**config.mk**
```make
export PLATFORM = sky130hd
export DESIGN_NAME = fifo_stream_reader
export DESIGN_NICKNAME = d
export VERILOG_FILES = /design/src/rtl/fifo_pkg.sv /design/src/rtl/fifo_stream_reader.sv
export SDC_FILE = /design/constraint.sdc
export NUM_CORES = 1
export LEC_CHECK = 0
export ABC_AREA = 0
export BUFFER_PORTS_ARGS = -buffer_cell sky130_fd_sc_hd__buf_4
export CORE_UTILIZATION = 51
export CTS_BUF_LIST = sky130_fd_sc_hd__clkbuf_16
export CTS_CLUSTER_DIAMETER = 50
export DETAILED_ROUTE_END_ITERATION = 16
export PLACE_DENSITY = 0.74
export SLEW_MARGIN = 25
export SYNTH_ARGS = -nofsm -noshare
export SYNTH_HDL_FRONTEND = slang
export SYNTH_SLANG_ARGS = --single-unit
```
**constraint.sdc**
```tcl
create_clock -name clk -period 3.7 [get_ports clk]
set_input_delay 0.185 -clock clk [delete_from_list [all_inputs] [get_ports clk]]
set_output_delay 0.185 -clock clk [all_outputs]
set_load 0.05 [all_outputs]
```
**src/rtl/fifo_pkg.sv**
```systemverilog
// ---------------------------------------------------------------------------
// fifo_pkg
// Shared definitions for the register FIFO and its stream reader.
//   PREFETCH_DEPTH : number of read-ahead slots in fifo_stream_reader
//   rd_idx_t       : 2-bit type for head/tail pointers and occupancy
//   idx_inc        : advance a pointer through 0..PREFETCH_DEPTH-1 with wrap
// ---------------------------------------------------------------------------
package fifo_pkg;

    localparam int PREFETCH_DEPTH = 3;

    typedef logic [1:0] rd_idx_t;

    // Pointers run 0,1,2,0,... ; value 3 is never reached.
    function automatic rd_idx_t idx_inc(input rd_idx_t i);
        return (i == rd_idx_t'(PREFETCH_DEPTH - 1)) ? '0 : i + 2'd1;
    endfunction

endpackage

```
**src/rtl/fifo_stream_reader.sv**
```systemverilog
// ---------------------------------------------------------------------------
// fifo_stream_reader
// Drains a synchronous register FIFO (one-cycle read latency) and presents
// its words as a registered valid/ready stream, using a 3-entry prefetch
// buffer so one word per cycle is sustained with no combinational path from
// m_ready to fifo_ren.
//
// Handshake: a stream word transfers in every cycle where m_valid && m_ready
// are both high at the rising edge; once m_valid is high, m_valid and m_data
// hold until that transfer unless flush or rst intervenes.
//
// Ports:
//   clk, rst        : clock, synchronous active-high reset
//   flush           : discard all buffered and in-flight words this cycle
//   fifo_ren        : read request to the FIFO
//   fifo_empty      : FIFO empty flag
//   fifo_dout[W]    : FIFO read data, valid the cycle after an accepted read
//   m_valid/m_ready : stream handshake
//   m_data[W]       : stream word
//   rd_cnt[CNT_W]   : handshake counter (only with FIFO_READER_STATS_EN)
//
// Build option: define FIFO_READER_STATS_EN to add the rd_cnt port and
// counter. rd_cnt clears on rst only and wraps modulo 2^CNT_W.
// ---------------------------------------------------------------------------
module fifo_stream_reader
    import fifo_pkg::*;
#(
    parameter int W     = 3,
    parameter int CNT_W = 16
) (
    input  logic             clk,
    input  logic             rst,
    input  logic             flush,
    output logic             fifo_ren,
    input  logic             fifo_empty,
    input  logic [W-1:0]     fifo_dout,
    output logic             m_valid,
    input  logic             m_ready,
    output logic [W-1:0]     m_data
`ifdef FIFO_READER_STATS_EN
    ,
    output logic [CNT_W-1:0] rd_cnt
`endif
);

    if (W < 1 || CNT_W < 1) begin : g_bad_width
        $error("fifo_stream_reader: W and CNT_W must be at least 1");
    end

    logic [W-1:0] buf_q [PREFETCH_DEPTH];
    logic [W-1:0] buf_d [PREFETCH_DEPTH];
    rd_idx_t      head_q, head_d;
    rd_idx_t      tail_q, tail_d;
    rd_idx_t      cnt_q, cnt_d;
    logic         pend_q, pend_d;

    logic         pop;
    logic         land;
    logic [2:0]   credit_used;

    // Slots already spoken for: words held plus the word still in flight.
    // Issuing only while this is below the depth means a landing word always
    // finds a free slot, even if downstream stalls indefinitely.
    assign credit_used = {1'b0, cnt_q} + {2'b0, pend_q};
    assign fifo_ren    = !rst && !flush && !fifo_empty
                         && (credit_used < 3'(PREFETCH_DEPTH));

    assign m_valid = (cnt_q != '0);
    assign m_data  = buf_q[head_q];
    assign pop     = m_valid && m_ready;
    // A word arriving during a flush cycle is dropped.
    assign land    = pend_q && !flush;

    always_comb begin
        buf_d  = buf_q;
        head_d = head_q;
        tail_d = tail_q;
        cnt_d  = cnt_q;
        pend_d = fifo_ren && !fifo_empty;
        if (flush) begin
            head_d = '0;
            tail_d = '0;
            cnt_d  = '0;
            pend_d = 1'b0;
        end else begin
            if (land) begin
                buf_d[tail_q] = fifo_dout;
                tail_d        = idx_inc(tail_q);
            end
            if (pop) begin
                head_d = idx_inc(head_q);
            end
            cnt_d = cnt_q + rd_idx_t'(land) - rd_idx_t'(pop);
        end
    end

    always_ff @(posedge clk) begin
        if (rst) begin
            for (int i = 0; i < PREFETCH_DEPTH; i++) begin
                buf_q[i] <= '0;
            end
            head_q <= '0;
            tail_q <= '0;
            cnt_q  <= '0;
            pend_q <= 1'b0;
        end else begin
            buf_q  <= buf_d;
            head_q <= head_d;
            tail_q <= tail_d;
            cnt_q  <= cnt_d;
            pend_q <= pend_d;
        end
    end

    // A landing word with all slots full and nothing leaving would overwrite
    // the head; the credit rule must make this unreachable.
    always_ff @(posedge clk) begin
        if (!rst) begin
            assert (!(land && (cnt_q == rd_idx_t'(PREFETCH_DEPTH)) && !pop));
        end
    end

`ifdef FIFO_READER_STATS_EN
    logic [CNT_W-1:0] rd_cnt_q, rd_cnt_d;

    // Counts every handshake, including one that coincides with flush.
    always_comb begin
        rd_cnt_d = rd_cnt_q + CNT_W'(pop);
    end

    always_ff @(posedge clk) begin
        if (rst) begin
            rd_cnt_q <= '0;
        end else begin
            rd_cnt_q <= rd_cnt_d;
        end
    end

    assign rd_cnt = rd_cnt_q;
`endif

endmodule

```
After elaboration in Yosys (flattened, before gate mapping)
Index checks and enable logic that the tools add are counted.

cells by class
  equal/unequal tests = 2
  reductions and logical operators = 13
  add/sub/neg operators = 5
  bitwise gates (word level) = 3
  $lt $le $gt $ge = 4
  multiplexer cells = 8

operators by type and width
  cell                   count
  $bwmux W9              1
  $mux W3                3
  $logic_and A1 B1 Y1    7
  $bmux W3 S2            1
  $demux W3 S2           1
  $ge A3 B3 Y1 const B   2
  $not A2 Y3             2
  $add A2 B1 Y2 const B  2
  $eq A2 B2 Y1 const B   2
  $mux W2                2
  $add A2 B1 Y3          1
  $logic_not A1 Y1       3
  $lt A3 B1 Y1 const B   1
  $lt A3 B2 Y1 const B   1
  $add A2 B1 Y2          1
  $reduce_and A2 Y1      1
  $reduce_bool A2 Y1     1
  $reduce_or A2 Y1       1
  $sub A2 B1 Y2          1
  $not A1 Y1             1

word-level totals
  word-level logic and storage cells = 42
  output and inout port bits = 5
  flip-flop bits (word level) = 16
  bits of input ports = 8

Longest topological paths before layout
Gate-level depths: netlist of the first run.

  word-level depth = 6
  gate-level depth with buffers = 8

Worst setup path before layout of the first run
OpenSTA, ideal clock, no wires.

  path type = reg2out
  start point = register head_q[0]
  end point = output port m_data[0]
  buffers on the path = 1
  data arrival time = 1,637 ps
  required time = 3,515 ps
  path slack = 1,878 ps
  stages on the path, launching flop included = 4
  cells stage by stage = dfxtp_1 -> buf_2 -> mux2i_1 -> o21ai_0

between the ends
  longest elaborated chain between the ends = 4

ends and longest elaborated chain
  what                                        RTL line                   text
  start: declaration                          fifo_stream_reader.sv:52   rd_idx_t head_q, head_d;
  start signal: assignment                    fifo_stream_reader.sv:102  head_q <= '0;
  start signal: assignment                    fifo_stream_reader.sv:108  head_q <= head_d;
  $not A2 Y3 (implied by the code)            fifo_stream_reader.sv:69   assign m_data = buf_q[head_q];
  $bmux W3 S2                                 fifo_stream_reader.sv:69
  $mux W3 (implied by the code) (2 in a row)  fifo_stream_reader.sv:69
  end: declaration                            fifo_stream_reader.sv:39   output logic [W-1:0] m_data

Every way passes these cells. The select of a mux whose other input is x is not followed.

Final worst setup path of the first run
  start point = register pend_q
  end point = output port fifo_ren

between the ends
  longest elaborated chain between the ends = 3

ends and longest elaborated chain
  what                      RTL line                   text
  start: declaration        fifo_stream_reader.sv:55   logic pend_q, pend_d;
  start signal: assignment  fifo_stream_reader.sv:111  pend_q <= pend_d;
  $add A2 B1 Y3             fifo_stream_reader.sv:64   assign credit_used = {1'b0, cnt_q} + {2'b0, pend_q};
  $lt A3 B2 Y1              fifo_stream_reader.sv:66   && (credit_used < 3'(PREFETCH_DEPTH));
  $logic_and A1 B1 Y1       fifo_stream_reader.sv:66
  end: declaration          fifo_stream_reader.sv:34   output logic fifo_ren,

Every way passes these cells.

==> reports/metrics.csv, run 1 <==
stage;metric;value;unit
detailed_routing;number of routed nets with antenna violations;0;
floorplanning;total die area;1733;um2
detailed_routing;DR DRC count;0;
synthesis;Syn Area/Cell;10.27;um2
grt;pin count of the biggest net entering global routing;11;
setup_path;Startpoint Class;register;
worst_hold_path;hold crit path type;in2reg;
setup_path;Critical-path top delay cell;a2111oi_4;
grt;initial antenna violation count;0;
sta;RSZ-0062 raised after global routing;no;
setup_path;CP Cell Sequence;ha_1 > ha_1 > a2111oi_4 > buf_4;
final_layout;# fillers;115;
synthesis;Mapped Nets;90;
detailed_routing;Detailed Route WL;1.425;mm
placement;DP HPWL;984.2;um
power;power per cell area;427.7;nW/um2
synthesis;Synth Area in Adders;0.06250;
sta;hold slack;136.1;ps
clock_tree;H-tree levels;1;
synthesis;Post-synth top flop;dfxtp_1;
clock_tree;clock root cell;clkbuf_16;
clock_tree;# resized after CTS;0;
clock_tree;# Post-CTS Setup Buffers;0;
floorplanning;core footprint;1383;um2
sta;normalized max-slew margin;0.6910;
setup_path;most frequent CP cell;ha_1;
grt;GR Layer Usage met1;0.2459;
setup_path;CP endpoint kind;output pin;
clock_tree;CTS buffer count;3;
detailed_routing;vias;571;
run_status;status;completed;
grt;vias in the first global route;573;
sta;Period minus WS final;1915;ps
clock_tree;clock sink count;16;
power;NetSw;0.00008101;W
grt;GRT Util Overall;0.1871;
sta;final hold vios;0;
synthesis;cell count after synthesis;78;
clock_tree;clock slew at reported path FFs;50;ps
power;leak pwr;0.3792;nW
sta;fin crit share;0.5177;
floorplanning;Rows;13;
setup_path;max incr delay on CP;360;ps
clock_tree;CTS Buffer Depth;2;
synthesis;Compound-Gate Fraction of Synth Area;0.1203;
floorplanning;Die Y;41.63;um
grt;GRT met3 Usage;0.04348;
setup_path;CP max FO;5;
detailed_routing;initial DRC count;13;
clock_tree;CTS tree;built;
final_layout;# nets final;104;
power;Clock power frac;0.500;
grt;gr busiest metal;met2;
synthesis;Synth Cell Area;800.8;um2
synthesis;Seq/Total Area, Yosys;0.4000;
sta;FMAX;522.1;MHz
sta;max-slew violation count;0;
power;Seq pwr share;0.429;
final_layout;final core utilization;0.6950;
sta;Worst Max-Slew Pin Slew;461.5;ps
synthesis;Synth Area in XOR/XNOR;0.01094;
detailed_routing;wire per inst;13.44;um
placement;# port buffers;12;
final_layout;ant diodes;0;
power;peak supply drop;0.2567;mV
synthesis;ys async rst share;0;
power;Cell Int Power;0.0003300;W
synthesis;simple-gate area share of the yosys netlist;0.2078;
setup_path;worst endpoint data arrival time;1730;ps
placement;Cells after DPL;102;
clock_tree;post-cts hold buffer count;0;
synthesis;post-synth top area cell;dfxtp_1;
synthesis;largest family of logic cells by synthesized area;simple AND/OR/NAND/NOR gates;
placement;GPL Wtd Cong;0.7052;
grt;total grt overflow;0;
floorplanning;Die X;41.63;um
final_layout;area grow syn2layout;20.00;%
detailed_routing;TritonRoute pass-1 iters;4;
synthesis;count of different cell masters after synthesis;24;
run;Max-Cap Viols;0;
floorplanning;# IOs;13;
power;Switching Share;0.1971;
synthesis;Synthesis Warnings;0;
grt;global-route wire length before repair;2.504;mm
synthesis;mux share of post-synthesis cell area;0.1500;
final_layout;layout cell share with drive strength beyond 1;0.2308;
clock_tree;Clk Latency, worst-skew pair;240;ps
sta;TNS Setup;0;ps
synthesis;share of the synthesized area in the top cell type;0.4000;
grt;GRT met2 Usage;0.2938;
detailed_routing;vias per std cell;5.387;
power;Comb pwr share;0.071;
setup_path;Setup CP Type;reg2out;
setup_path;CP Data Required Time;3510;ps
sta;Final setup viols;0;
synthesis;synthesis-stage register bit count;16;
sta;clk_skew;0.5561;ps
floorplanning;Initial Utilization;0.5792;
final_layout;fin cells;106;
synthesis;Synth area leaders;dfxtp_1 (40%), mux2i_1 (15%), a2111oi_4 (6.9%);
synthesis;Post-synth EDFFs;0;
[worst max-delay path, delay by kind of cell, from the launching register on]
family | cells | cell delay [ps]
buffers and inverters | 1 | 250
flip-flops | 1 | 350
AO/OA/AOI/OAI | 1 | 360
adder cells (fa/ha/maj) | 2 | 540
[cells in the mapped netlist (all sizes together) (2+ instances only)]
master,instances
dfxtp,16
nor2,13
mux2i,12
nand2,5
a21oi,4
ha,4
buf,3
inv,3
o21ai,3
a2111oi,2
and4bb,2
or2,2
[final cells by class]
type | instances | area (um2) | share of cell area
Clock buffer | 3 | 75.07 | 0.07812
Clock inverter | 1 | 3.754 | 0.003906
Inverter | 3 | 11.26 | 0.01172
Multi-Input combinational cell | 56 | 441.7 | 0.4596
Sequential cell | 16 | 320.3 | 0.3333
Tap cell | 15 | 18.77 | 0.01953
Timing Repair Buffer | 12 | 90.09 | 0.09375
[cell families after synthesis]
family	count (synthesis)
adders and majority gates	4
xor gates and xnor gates	1
AOI/OAI and AO/OA	10
DFF	16
and+or+nand+nor	29
buffers and inverters	6
muxes	12
[power by group through the flow]
stage	logic [W]	registers, W	clock network [W]
detailed placement	0.0000289	0.000179	0
global placement	0.0000286	0.000179	0
finish	0.0000293	0.000176	0.000206
CTS	0.0000293	0.000176	0.000210
floorplan	0.0000195	0.000179	0
global route	0.0000316	0.000176	0.000219
[cells in the final DEF, fill, tap and decap left out, types with 2 or more instances in the layout]
| master | instances |
|---|---|
| buf_4 | 12 |
| ha_1 | 4 |
| a2111oi_4 | 2 |
| a21oi_1 | 4 |
| nor2_1 | 13 |
| inv_1 | 3 |
| dfxtp_1 | 16 |
| and4bb_2 | 2 |
| nand2_1 | 5 |
| o21ai_0 | 2 |
| clkbuf_16 | 3 |
| mux2i_1 | 12 |
[state kept, by name, summed over array words and instances, names as in the netlist]
register	cells
pend_q	1
head_q	2
cnt_q	2
buf_q	9
tail_q	2
[routing by layer]
| metal | vias to the layer above | share of wire |
|---|---|---|
| met4 | 0 | 0.0084 |
| li1 | 296 | - |
| met5 | - | 0 |
| met2 | 8 | 0.47 |
| met3 | 2 | 0.029 |
| met1 | 265 | 0.50 |
[path summary, 6_finish.rpt]
| kind | from | to | slack (ps) | cells after the start |
|---|---|---|---|---|
| hold reg to reg | buf_q[4]$_SDFFE_PP0P_ | buf_q[4]$_SDFFE_PP0P_ | 490 | 2 |
| setup reg to reg | cnt_q[0]$_SDFF_PP0_ | cnt_q[1]$_SDFF_PP0_ | 2000 | 8 |
| setup / recovery | pend_q$_SDFF_PP0_ | fifo_ren | 1780 | 4 |
| hold / removal | fifo_empty | pend_q$_SDFF_PP0_ | 140 | 2 |
[stage by stage]
step / setup WS [ps] / area [um2] / total power (W)
floorplan: 1878 / 800.8 / 0.0001983
global placement: 2050 / 882.1 / 0.0002079
detailed placement: 2029 / 882.1 / 0.0002083
CTS: 1777 / 960.9 / 0.0004151
global route: 1715 / 960.9 / 0.0004267
finish: 1785 / 960.9 / 0.0004110
No activity file was read; power rests on OpenSTA's default activity.
==> run 2: changes to the inputs <==
--- a/config.mk
+++ b/config.mk
@@ -5,13 +5,13 @@
 export SDC_FILE = /design/constraint.sdc
 export NUM_CORES = 1
 export LEC_CHECK = 0
-export ABC_AREA = 0
+export ABC_AREA = 1
 export BUFFER_PORTS_ARGS = -buffer_cell sky130_fd_sc_hd__buf_4
-export CORE_UTILIZATION = 51
+export CORE_UTILIZATION = 48
 export CTS_BUF_LIST = sky130_fd_sc_hd__clkbuf_16
 export CTS_CLUSTER_DIAMETER = 50
 export DETAILED_ROUTE_END_ITERATION = 16
-export PLACE_DENSITY = 0.74
+export PLACE_DENSITY = 0.73
 export SLEW_MARGIN = 25
 export SYNTH_ARGS = -nofsm -noshare
 export SYNTH_HDL_FRONTEND = slang
==> constraint.sdc (replaced) <==
create_clock -name clk -period 1.7 [get_ports clk]
set_input_delay 0.085 -clock clk [delete_from_list [all_inputs] [get_ports clk]]
set_output_delay 0.085 -clock clk [all_outputs]
set_load 0.05 [all_outputs]
==> run 2 against run 1 <==
Count of clock-buffer cells in the layout did not move. Non-clock buffer count did not move. Sequential cell count did not move. Hold slack got worse by 6.5 ps. Utilization fell by 3.0 points. Global-route usage rose by 2.6 points.
==> reports/metrics.csv, run 2 <==
stage;metric;value;unit;change
floorplanning;Rows;14;;+1
setup_path;most frequent CP cell;ha_1;;
clock_tree;# Post-CTS Setup Buffers;0;;unchanged
final_layout;layout cell share with drive strength beyond 1;0.2590;;+0.02822
detailed_routing;vias;791;;+39%
synthesis;count of different cell masters after synthesis;18;;-25%
final_layout;# nets final;153;;+47%
floorplanning;Die X;44.38;um;+6.6%
clock_tree;CTS tree;built;;
detailed_routing;initial DRC count;11;;-2
setup_path;Setup CP Type;reg2out;;
power;leak pwr;0.4734;nW;+25%
final_layout;# fillers;150;;+30%
sta;FMAX;601.9;MHz;
synthesis;synthesis-stage register bit count;16;;unchanged
detailed_routing;Detailed Route WL;1.774;mm;+24%
placement;DP HPWL;1.332;mm;+35%
floorplanning;total die area;1970;um2;+14%
synthesis;most common cell in the netlist;nand2_1;;
detailed_routing;number of routed nets with antenna violations;0;;unchanged
clock_tree;H-tree levels;1;;unchanged
setup_path;Startpoint Class;register;;
floorplanning;Die Y;44.38;um;+6.6%
setup_path;max incr delay on CP;330;ps;-30 ps
synthesis;Post-synth EDFFs;0;;unchanged
sta;final hold vios;0;;unchanged
grt;global-route wire length before repair;2.946;mm;+18%
sta;Period minus WS final;1661;ps;
grt;total grt overflow;0;;unchanged
detailed_routing;vias per std cell;4.853;;-9.9%
floorplanning;core footprint;1594;um2;+15%
final_layout;ant diodes;0;;unchanged
setup_path;CP Cell Sequence;ha_1 > ha_1 > a21oi_2 > nor3b_2 > buf_6;;
setup_path;CP max FO;4;;-1
clock_tree;clock slew at reported path FFs;50;ps;about the same
run_status;status;completed;;
synthesis;post-synth top area cell;dfxtp_1;;
detailed_routing;DR DRC count;0;;unchanged
power;power per cell area;861.0;nW/um2;+100%
setup_path;Critical-path top delay cell;dfxtp_2;;
synthesis;Syn Area/Cell;6.897;um2;-33%
synthesis;cell count after synthesis;125;;+60%
clock_tree;CTS Buffer Depth;2;;unchanged
synthesis;Synthesis Warnings;0;;unchanged
detailed_routing;wire per inst;10.88;um;-19%
setup_path;CP endpoint kind;output pin;;
clock_tree;Clk Latency, worst-skew pair;240;ps;about the same
power;peak supply drop;0.4859;mV;+89%
detailed_routing;TritonRoute pass-1 iters;4;;unchanged
grt;pin count of the biggest net entering global routing;14;;+3
sta;normalized max-slew margin;0.8091;;+0.1180
synthesis;Synth area leaders;dfxtp_1 (37%), nand2_1 (12%), nand3_1 (9.9%);;
worst_hold_path;hold crit path type;in2reg;;
synthesis;share of the synthesized area in the top cell type;0.3716;;-0.02845
sta;max-slew violation count;0;;unchanged
setup_path;CP Data Required Time;1620;ps;-1890 ps
clock_tree;clock root cell;clkbuf_16;;
final_layout;commonest non-fill, non-tap cell in the layout;nand2_1;;
synthesis;Post-synth top flop;dfxtp_1;;
clock_tree;CTS buffer count;3;;unchanged
sta;Worst Max-Slew Pin Slew;286.1;ps;-175.4 ps
sta;clk_skew;0.5651;ps;+0.008965 ps
final_layout;commonest non-fill, non-tap cells in the layout;nand2_1 (28), nand3_1 (17), nor2_1 (16), dfxtp_1 (15), inv_1 (14);;
setup_path;worst endpoint data arrival time;1580;ps;-150 ps
grt;initial antenna violation count;0;;unchanged
grt;GRT Util Overall;0.2131;;+0.02597
synthesis;ys async rst share;0;;unchanged
clock_tree;clock sink count;16;;unchanged
grt;vias in the first global route;728;;+27%
final_layout;final instance area;1060;um2;+10%
sta;fin crit share;0.9772;;
synthesis;Seq/Total Area, Yosys;0.3716;;-0.02845
sta;Final setup viols;0;;unchanged
final_layout;Largest Register;buf_q;;
synthesis;Commonest cells post-synth;nand2_1 (28), nand3_1 (17), dfxtp_1 (16), nor2_1 (16), inv_1 (14);;
placement;# port buffers;12;;unchanged
floorplanning;Initial Utilization;0.5408;;-0.03837
placement;DP Area;975.9;um2;+11%
final_layout;max reg flops;9;;unchanged
floorplanning;# IOs;13;;unchanged
run;Max-Cap Viols;0;;unchanged
sta;hold slack;129.5;ps;-6.517 ps
placement;GPL Wtd Cong;0.8166;;+16%
synthesis;Mapped Nets;137;;+52%
final_layout;area grow syn2layout;22.93;%;
synthesis;Synth Cell Area;862.1;um2;+7.7%
## run 2: changes by cell type in the layout (fill, tap and decap cells not counted), sizes merged, moves of 2 or more
cell,change
a2111oi,-2
a21oi,+3
and4bb,-2
inv,+16
mux2i,-12
nand2,+25
nand3,+18
nor2,+13
nor3b,+2
o21ai,-3
or2,-2
## run 2: path summary, 6_finish.rpt
path | from | endpoint | slack, ps | depth (start not counted)
max | cnt_q[0]$_SDFF_PP0_ | fifo_ren | 40 | 5
min | rst | head_q[0]$_SDFFE_PP0P_ | 130 | 4
max reg2reg | cnt_q[0]$_SDFF_PP0_ | cnt_q[1]$_SDFF_PP0_ | 300 | 6
min reg2reg | buf_q[8]$_SDFFE_PP0P_ | buf_q[8]$_SDFFE_PP0P_ | 490 | 2
## run 2: cell type report
| cell class | count | area, um2 | area share |
|---|---|---|---|
| Tap cell | 24 | 30.03 | 0.02834 |
| Sequential cell | 16 | 321.6 | 0.3034 |
| Clock buffer | 3 | 75.07 | 0.07084 |
| Timing Repair Buffer | 12 | 93.84 | 0.08855 |
| Inverter | 20 | 77.57 | 0.07320 |
| Multi-Input combinational cell | 88 | 461.7 | 0.4357 |
## run 2: worst max-delay path: cells and delay by family, from the launching register on
family	cells	cell delay, ps
compound gates	1	140
fa+ha+maj	2	480
buf+inv	1	180
flops	1	330
simple gates	1	200
## run 2: metrics by stage
step / std cells / worst slack [ps] / power, W / util / TNS [ps]
finish: 163 / 38.72 / 0.0009125 / 0.6648 / 0
global route: 163 / -25.91 / 0.0009439 / 0.6648 / -25.91
CTS: 163 / 16.64 / 0.0009191 / 0.6593 / 0
detailed placement: 160 / 267.2 / 0.0004707 / 0.6122 / 0
global placement: 160 / 316.3 / 0.0004686 / 0.6122 / 0
floorplan: 125 / 30.17 / 0.0004438 / - / 0
## run 2: layer usage
metal,global-route usage,vias to the layer above,share of wire
met5,0,-,0
met4,0.1515,0,0.030
met3,0.03673,6,0.026
met2,0.3500,14,0.48
met1,0.2494,354,0.47
li1,-,417,-
## run 2: power by group
group	switching, W	leakage (nW)	internal [W]
clock	0.000138	0.0370	0.000308
combinational	0.0000505	0.307	0.0000306
sequential	0.00000403	0.130	0.000381
total	0.000193	0.473	0.000720
## run 2: logic make-up after synthesis
logic type | Yosys count | synth area share
AOI/OAI and AO/OA | 8 | 0.04935
adders and majority gates | 4 | 0.05806
buffers and inverters | 21 | 0.1030
DFF | 16 | 0.3716
and+or+nand+nor | 76 | 0.4180
## run 2: timing repair
| item | 4_1_cts | 5_1_grt |
|---|---|---|
| hold buffers | 0 | 0 |
| endpoints found under the setup margin | 0 | 1 |
| gates resized for setup | 0 | 3 |
